## config.mk

```make
export PLATFORM = sky130hd
export DESIGN_NAME = pipe_core_p
export DESIGN_NICKNAME = d
export VERILOG_FILES = /design/src/rtl/pipe_core_p.sv
export SDC_FILE = /design/constraint.sdc
export NUM_CORES = 1
export LEC_CHECK = 0
export ABC_AREA = 0
export CAP_MARGIN = 5
export CORE_MARGIN = 8
export CORE_UTILIZATION = 30
export CTS_CLUSTER_SIZE = 12
export DETAILED_ROUTE_END_ITERATION = 12
export GPL_TIMING_DRIVEN = 1
export HOLD_SLACK_MARGIN = 0.12
export PLACE_DENSITY = 0.51
export SETUP_SLACK_MARGIN = 0.4
export SYNTH_ARGS = -nofsm -noshare
export SYNTH_HDL_FRONTEND = slang
export SYNTH_SLANG_ARGS = --single-unit
```

## constraint.sdc

```tcl
create_clock -name clk -period 11.8 [get_ports clk]
set_input_delay 2.36 -clock clk [delete_from_list [all_inputs] [get_ports clk]]
set_output_delay 2.36 -clock clk [all_outputs]
set_load 0.03 [all_outputs]
```

## src/rtl/pipe_core_p.sv

```systemverilog
// pipe_core_p: four-stage (IF, ID, EX, WB) 8-bit-instruction pipeline with
// an eight-entry register file, jump resolution in fetch, write-through on
// the register read in ID and forwarding from EX/WB into EX, so no stalls.
module pipe_core_p #(
  parameter int DATA_W = 8,
  parameter int CNT_W  = 16
) (
  input  logic              clk,
  input  logic              reset,
  input  logic              run,
  output logic [5:0]        imem_addr,
  input  logic [7:0]        imem_data,
  input  logic [2:0]        dbg_addr,
  output logic [DATA_W-1:0] dbg_data,
  output logic              wb_valid,
  output logic [2:0]        wb_addr,
  output logic [DATA_W-1:0] wb_data,
  output logic [CNT_W-1:0]  retire_cnt
);

  localparam logic [1:0] OP_ADD = 2'b00;
  localparam logic [1:0] OP_LDI = 2'b01;
  localparam logic [1:0] OP_JMP = 2'b10;
  localparam logic [1:0] OP_SUB = 2'b11;

  logic [5:0]        pc;
  logic              ifid_valid;
  logic [7:0]        ifid_instr;
  logic              idex_valid;
  logic [1:0]        idex_op;
  logic [2:0]        idex_rd;
  logic [2:0]        idex_rs;
  logic [DATA_W-1:0] idex_a;
  logic [DATA_W-1:0] idex_b;
  logic              exwb_valid;
  logic [2:0]        exwb_addr;
  logic [DATA_W-1:0] exwb_data;
  logic [DATA_W-1:0] regfile [8];

  logic              if_is_jmp;
  logic [1:0]        id_op;
  logic [2:0]        id_rd;
  logic [2:0]        id_rs;
  logic [DATA_W-1:0] id_rd_val;
  logic [DATA_W-1:0] id_b_val;
  logic [DATA_W-1:0] ex_a;
  logic [DATA_W-1:0] ex_b;
  logic [DATA_W-1:0] ex_res;

  assign imem_addr  = pc;
  assign wb_valid   = exwb_valid;
  assign wb_addr    = exwb_addr;
  assign wb_data    = exwb_data;
  assign if_is_jmp  = (imem_data[7:6] == OP_JMP);
  assign id_op      = ifid_instr[7:6];
  assign id_rd      = ifid_instr[5:3];
  assign id_rs      = ifid_instr[2:0];

  // Debug port sees the value the register is about to take this edge
  assign dbg_data = (exwb_valid && exwb_addr == dbg_addr) ? exwb_data : regfile[dbg_addr];

  // Fetch: a jump redirects the PC immediately and leaves a bubble behind
  always_ff @(posedge clk or posedge reset) begin
    if (reset) begin
      pc         <= '0;
      ifid_valid <= 1'b0;
      ifid_instr <= '0;
    end else if (run) begin
      if (if_is_jmp) begin
        pc         <= imem_data[5:0];
        ifid_valid <= 1'b0;
      end else begin
        pc         <= pc + 6'd1;
        ifid_valid <= 1'b1;
      end
      ifid_instr <= imem_data;
    end
  end

  // Decode operand read with write-through from the instruction in WB
  always_comb begin
    id_rd_val = regfile[id_rd];
    id_b_val  = regfile[id_rs];
    if (exwb_valid && exwb_addr == id_rd) id_rd_val = exwb_data;
    if (id_op == OP_LDI) begin
      id_b_val = {{(DATA_W-3){ifid_instr[2]}}, ifid_instr[2:0]};
    end else if (exwb_valid && exwb_addr == id_rs) begin
      id_b_val = exwb_data;
    end
  end

  // ID/EX register
  always_ff @(posedge clk or posedge reset) begin
    if (reset) begin
      idex_valid <= 1'b0;
      idex_op    <= '0;
      idex_rd    <= '0;
      idex_rs    <= '0;
      idex_a     <= '0;
      idex_b     <= '0;
    end else if (run) begin
      idex_valid <= ifid_valid;
      idex_op    <= id_op;
      idex_rd    <= id_rd;
      idex_rs    <= id_rs;
      idex_a     <= id_rd_val;
      idex_b     <= id_b_val;
    end
  end

  // Execute with forwarding from the result now sitting in EX/WB
  always_comb begin
    ex_a = idex_a;
    ex_b = idex_b;
    if (exwb_valid && exwb_addr == idex_rd) ex_a = exwb_data;
    if (idex_op != OP_LDI && exwb_valid && exwb_addr == idex_rs) ex_b = exwb_data;
    case (idex_op)
      OP_ADD:  ex_res = ex_a + ex_b;
      OP_SUB:  ex_res = ex_a - ex_b;
      default: ex_res = ex_b;
    endcase
  end

  // EX/WB register; every instruction that reaches EX writes a register
  always_ff @(posedge clk or posedge reset) begin
    if (reset) begin
      exwb_valid <= 1'b0;
      exwb_addr  <= '0;
      exwb_data  <= '0;
    end else if (run) begin
      exwb_valid <= idex_valid;
      exwb_addr  <= idex_rd;
      exwb_data  <= ex_res;
    end
  end

  // Register file write from WB
  always_ff @(posedge clk or posedge reset) begin
    if (reset) begin
      for (int i = 0; i < 8; i++) regfile[i] <= '0;
    end else if (run && exwb_valid) begin
      regfile[exwb_addr] <= exwb_data;
    end
  end

  // Saturating count of retired register writes
  always_ff @(posedge clk or posedge reset) begin
    if (reset) begin
      retire_cnt <= '0;
    end else if (run && exwb_valid && retire_cnt != {CNT_W{1'b1}}) begin
      retire_cnt <= retire_cnt + CNT_W'(1);
    end
  end

endmodule

```

==> flow_metrics.py <==
metrics = {
    "timing": {
        "fin_crit_ns": 7.897,
        "relSlewSlack_pct": 28.18,
        "worstMarginPinSlew_ns": 1.071,
        "slew_viol_final": 0,
        "fmax_mhz": 126.6,
        "hold_viol_final": 0,
        "fin_ws_ns": 3.903,
        "skew_ns": 0.01667,
        "fin_crit_sh_pct": 66.93,
        "rsz0062_at_grt": "false",
        "final-setup-viol-count": 0,
        "tns_ns": 0,
    },
    "synth": {
        "syn_area_um2": 7890,
        "synth-edff-count": 0,
        "synth_top_area_cell": "dfrtp_1",
        "synthesis.nets": 700,
        "syn_area_per_cell_um2": 11.71,
        "ys_ff_latch": 132,
        "synth.distinct_cells": 51,
        "syn_inst": 674,
        "ys_warn_count": 0,
        "synthDominantCellAreaShare_pct": 41.86,
        "synth_flop_cell": "dfrtp_1",
        "synthTopCellsByArea": "dfrtp_1 (42%), mux4_2 (14%), mux2_2 (13%)",
        "async_reset_ff_share_pct": 100.0,
        "synth.yosys.seq_area_share_pct": 41.86,
    },
    "setup_path": {
        "critPathSlowestCell": "clkdlybuf4s50_1",
        "cp-start-kind": "primary input",
        "path_common_cell": "clkdlybuf4s50_1",
        "crit_fanout": 17,
        "required_ns": 9.44,
        "slowest_delay_ns": 1.10,
        "crit_chain": "clkdlybuf4s50_1, xnor2_1, nand4_1, a21oi_1, clkdlybuf4s50_1",
        "crit_type": "in2out",
        "critical_path_arrival_ns": 5.54,
        "end_kind": "primary output",
    },
    "global_route": {
        "grt-ovfl-total": 0,
        "track_usage_pct": 13.34,
        "grt_antenna_before_repair": 0,
        "grt_pass1_wl_mm": 32.68,
        "grt_pass1_vias": 5453,
        "grt_max_degree": 75,
    },
    "cells_and_area": {
        "final_util_pct": 35.95,
        "antenna_cells": 0,
        "nets": 737,
        "drive_above_1_share_pct": 26.93,
        "final_cell_mix": "dfrtp_1 (132), mux2_2 (94), clkdlybuf4s50_1 (54)",
        "fillers": 2540,
        "syn_to_final_growth_pct": 18.06,
        "mostFrequentLayoutCell": "dfrtp_1",
    },
    "flow_run": {
        "maxCapViolCount": 0,
    },
    "drt": {
        "num_vias": 5316,
        "wirelength_mm": 20.10,
        "drtPass1Iterations": 5,
        "vias_per_cell": 5.020,
        "route.detailed.drc": 0,
        "ant_nets": 0,
        "dr.first_iter.drc_count": 262,
        "detail_route.wl_per_cell_um": 18.98,
    },
    "power": {
        "power_switching_mw": 0.9436,
        "ir_drop_v": 0.0001090,
        "total_power_mw": 2.489,
        "p_int_mw": 1.545,
        "power_density_nw_per_um2": 267.2,
        "combPwrFrac_pct": 44.3,
        "power_frac_seq_pct": 33.3,
        "p_clk_share_pct": 22.4,
        "leakagePower_nw": 3.832,
        "swShare_pct": 37.92,
    },
    "clocking": {
        "hold_buffers": 0,
        "cts_sinks": 132,
        "cts_setup_buffers": 0,
        "cts_buffers": 17,
        "cts_buffer_depth": 2,
        "root_buffer": "clkbuf_16",
        "post_cts_resized": 0,
        "h-tree-depth": 4,
        "clkTransAtPathRegs_ns": 0.06,
        "clk_latency_ns": 0.43,
        "cts_tree": "built",
    },
    "floorplanning": {
        "fp-row-count": 59,
        "die_x_um": 178.2,
        "core_area_um2": 25910,
        "pin_count": 56,
        "fp.dieH_um": 178.2,
        "dieArea_um2": 31750,
        "start_util_pct": 30.45,
    },
    "placed_design": {
        "portBuffers": 55,
        "gp_congestion": 0.7371,
        "dp_hpwl_mm": 13.47,
        "place_ws_ns": 3.907,
    },
    "run_status": {
        "outcome": "finished, final reports clean",
    },
    "min_path": {
        "min_path_type": "reg2reg",
    },
}
-- cells in the mapped netlist (4+ instances only) --
library cell  number
o21ai_0           25
mux2_2            94
nand4_1            7
nand3_1           12
nand2b_1           7
a21oi_1           41
buf_6              5
mux4_2            48
nor2_1            43
mux2i_1           25
inv_1             25
o211ai_1           8
dfrtp_1          132
clkbuf_1          23
o22ai_1            9
buf_2             14
ha_1              11
xnor2_1           32
nor3_1             4
buf_1              4
nand2_1           46
xor2_1            11
-- sequential cells by signal (all words and copies together), names as in the netlist, 6 cells and up --
| register | cells |
|---|---|
| retire_cnt | 16 |
| regfile | 64 |
| wb_data | 8 |
| idex_b | 8 |
| imem_addr | 6 |
| idex_a | 8 |
| ifid_instr | 8 |
-- cells by family (layout without fill, tap and decap cells) --
logic type,count (synthesis),in the layout,share of synthesized area [%]
adder cells (fa/ha/maj),12,12,1.998
AO/OA/AOI/OAI,104,104,7.929
flip-flops,132,132,41.86
multiplexers,167,167,30.29
AND/OR/NAND/NOR,141,141,8.500
buffers and inverters,74,124,4.361
XOR/XNOR,44,44,5.059
-- per-layer routing --
metal | track usage (%) | vias up | share of wire [%]
met4 | 4.203 | 0 | 0.94
met2 | 21.53 | 93 | 48
met1 | 18.01 | 2664 | 47
met5 | 0 | - | 0
li1 | - | 2547 | -
met3 | 2.244 | 12 | 3.6
-- critical path: cells and delay by family --
kind	cells	cell delay, ns
buffers and inverters	2	1.83
xor gates and xnor gates	1	0.20
and+or+nand+nor	1	0.67
AOI/OAI and AO/OA	1	0.46
-- path summary, 6_finish.rpt --
check / startpoint / endpoint / slack [ns] / cells past startpoint
max: dbg_addr[1] / dbg_data[6] / 3.90 / 5
min: retire_cnt[5]$_DFFE_PP0P_ / retire_cnt[5]$_DFFE_PP0P_ / 0.50 / 1
max reg2reg: wb_addr[0]$_DFFE_PP0P_ / wb_data[7]$_DFFE_PP0P_ / 7.75 / 16
min reg2reg: retire_cnt[5]$_DFFE_PP0P_ / retire_cnt[5]$_DFFE_PP0P_ / 0.50 / 1
max in group asynchronous: reset / idex_b[5]$_DFFE_PP0P_ / 8.09 / 3
min in group asynchronous: reset / regfile[50]$_DFFE_PP0P_ / 2.41 / 2
-- final cells by class --
cell class	instances	area, um2	share of cell area (%)
Multi-Input combinational cell	468	4243	45.55
Sequential cell	132	3303	35.46
Timing Repair Buffer	67	635.6	6.823
Clock buffer	17	425.4	4.567
Tap cell	335	419.2	4.500
Clock inverter	15	190.2	2.042
Inverter	25	98.84	1.061
-- through the flow --
step	instances	hold WS, ns	area, um2
floorplan	674	0.4750	7890
global placement	1027	0.4826	8700
detailed placement	1027	0.4859	8700
CTS	1059	0.4941	9315
global route	1059	0.5006	9315
finish	1059	0.4959	9315
-- power by group through the flow --
stage          Clock (mW)  Combinational, mW  Sequential (mW)
2_1_floorplan           0              0.801            0.821
3_3_place_gp            0               1.10            0.835
3_5_place_dp            0               1.11            0.837
4_1_cts             0.575               1.11            0.829
5_1_grt             0.595               1.21            0.865
6_report            0.557               1.10            0.830
(Power assumes the default switching activity.)
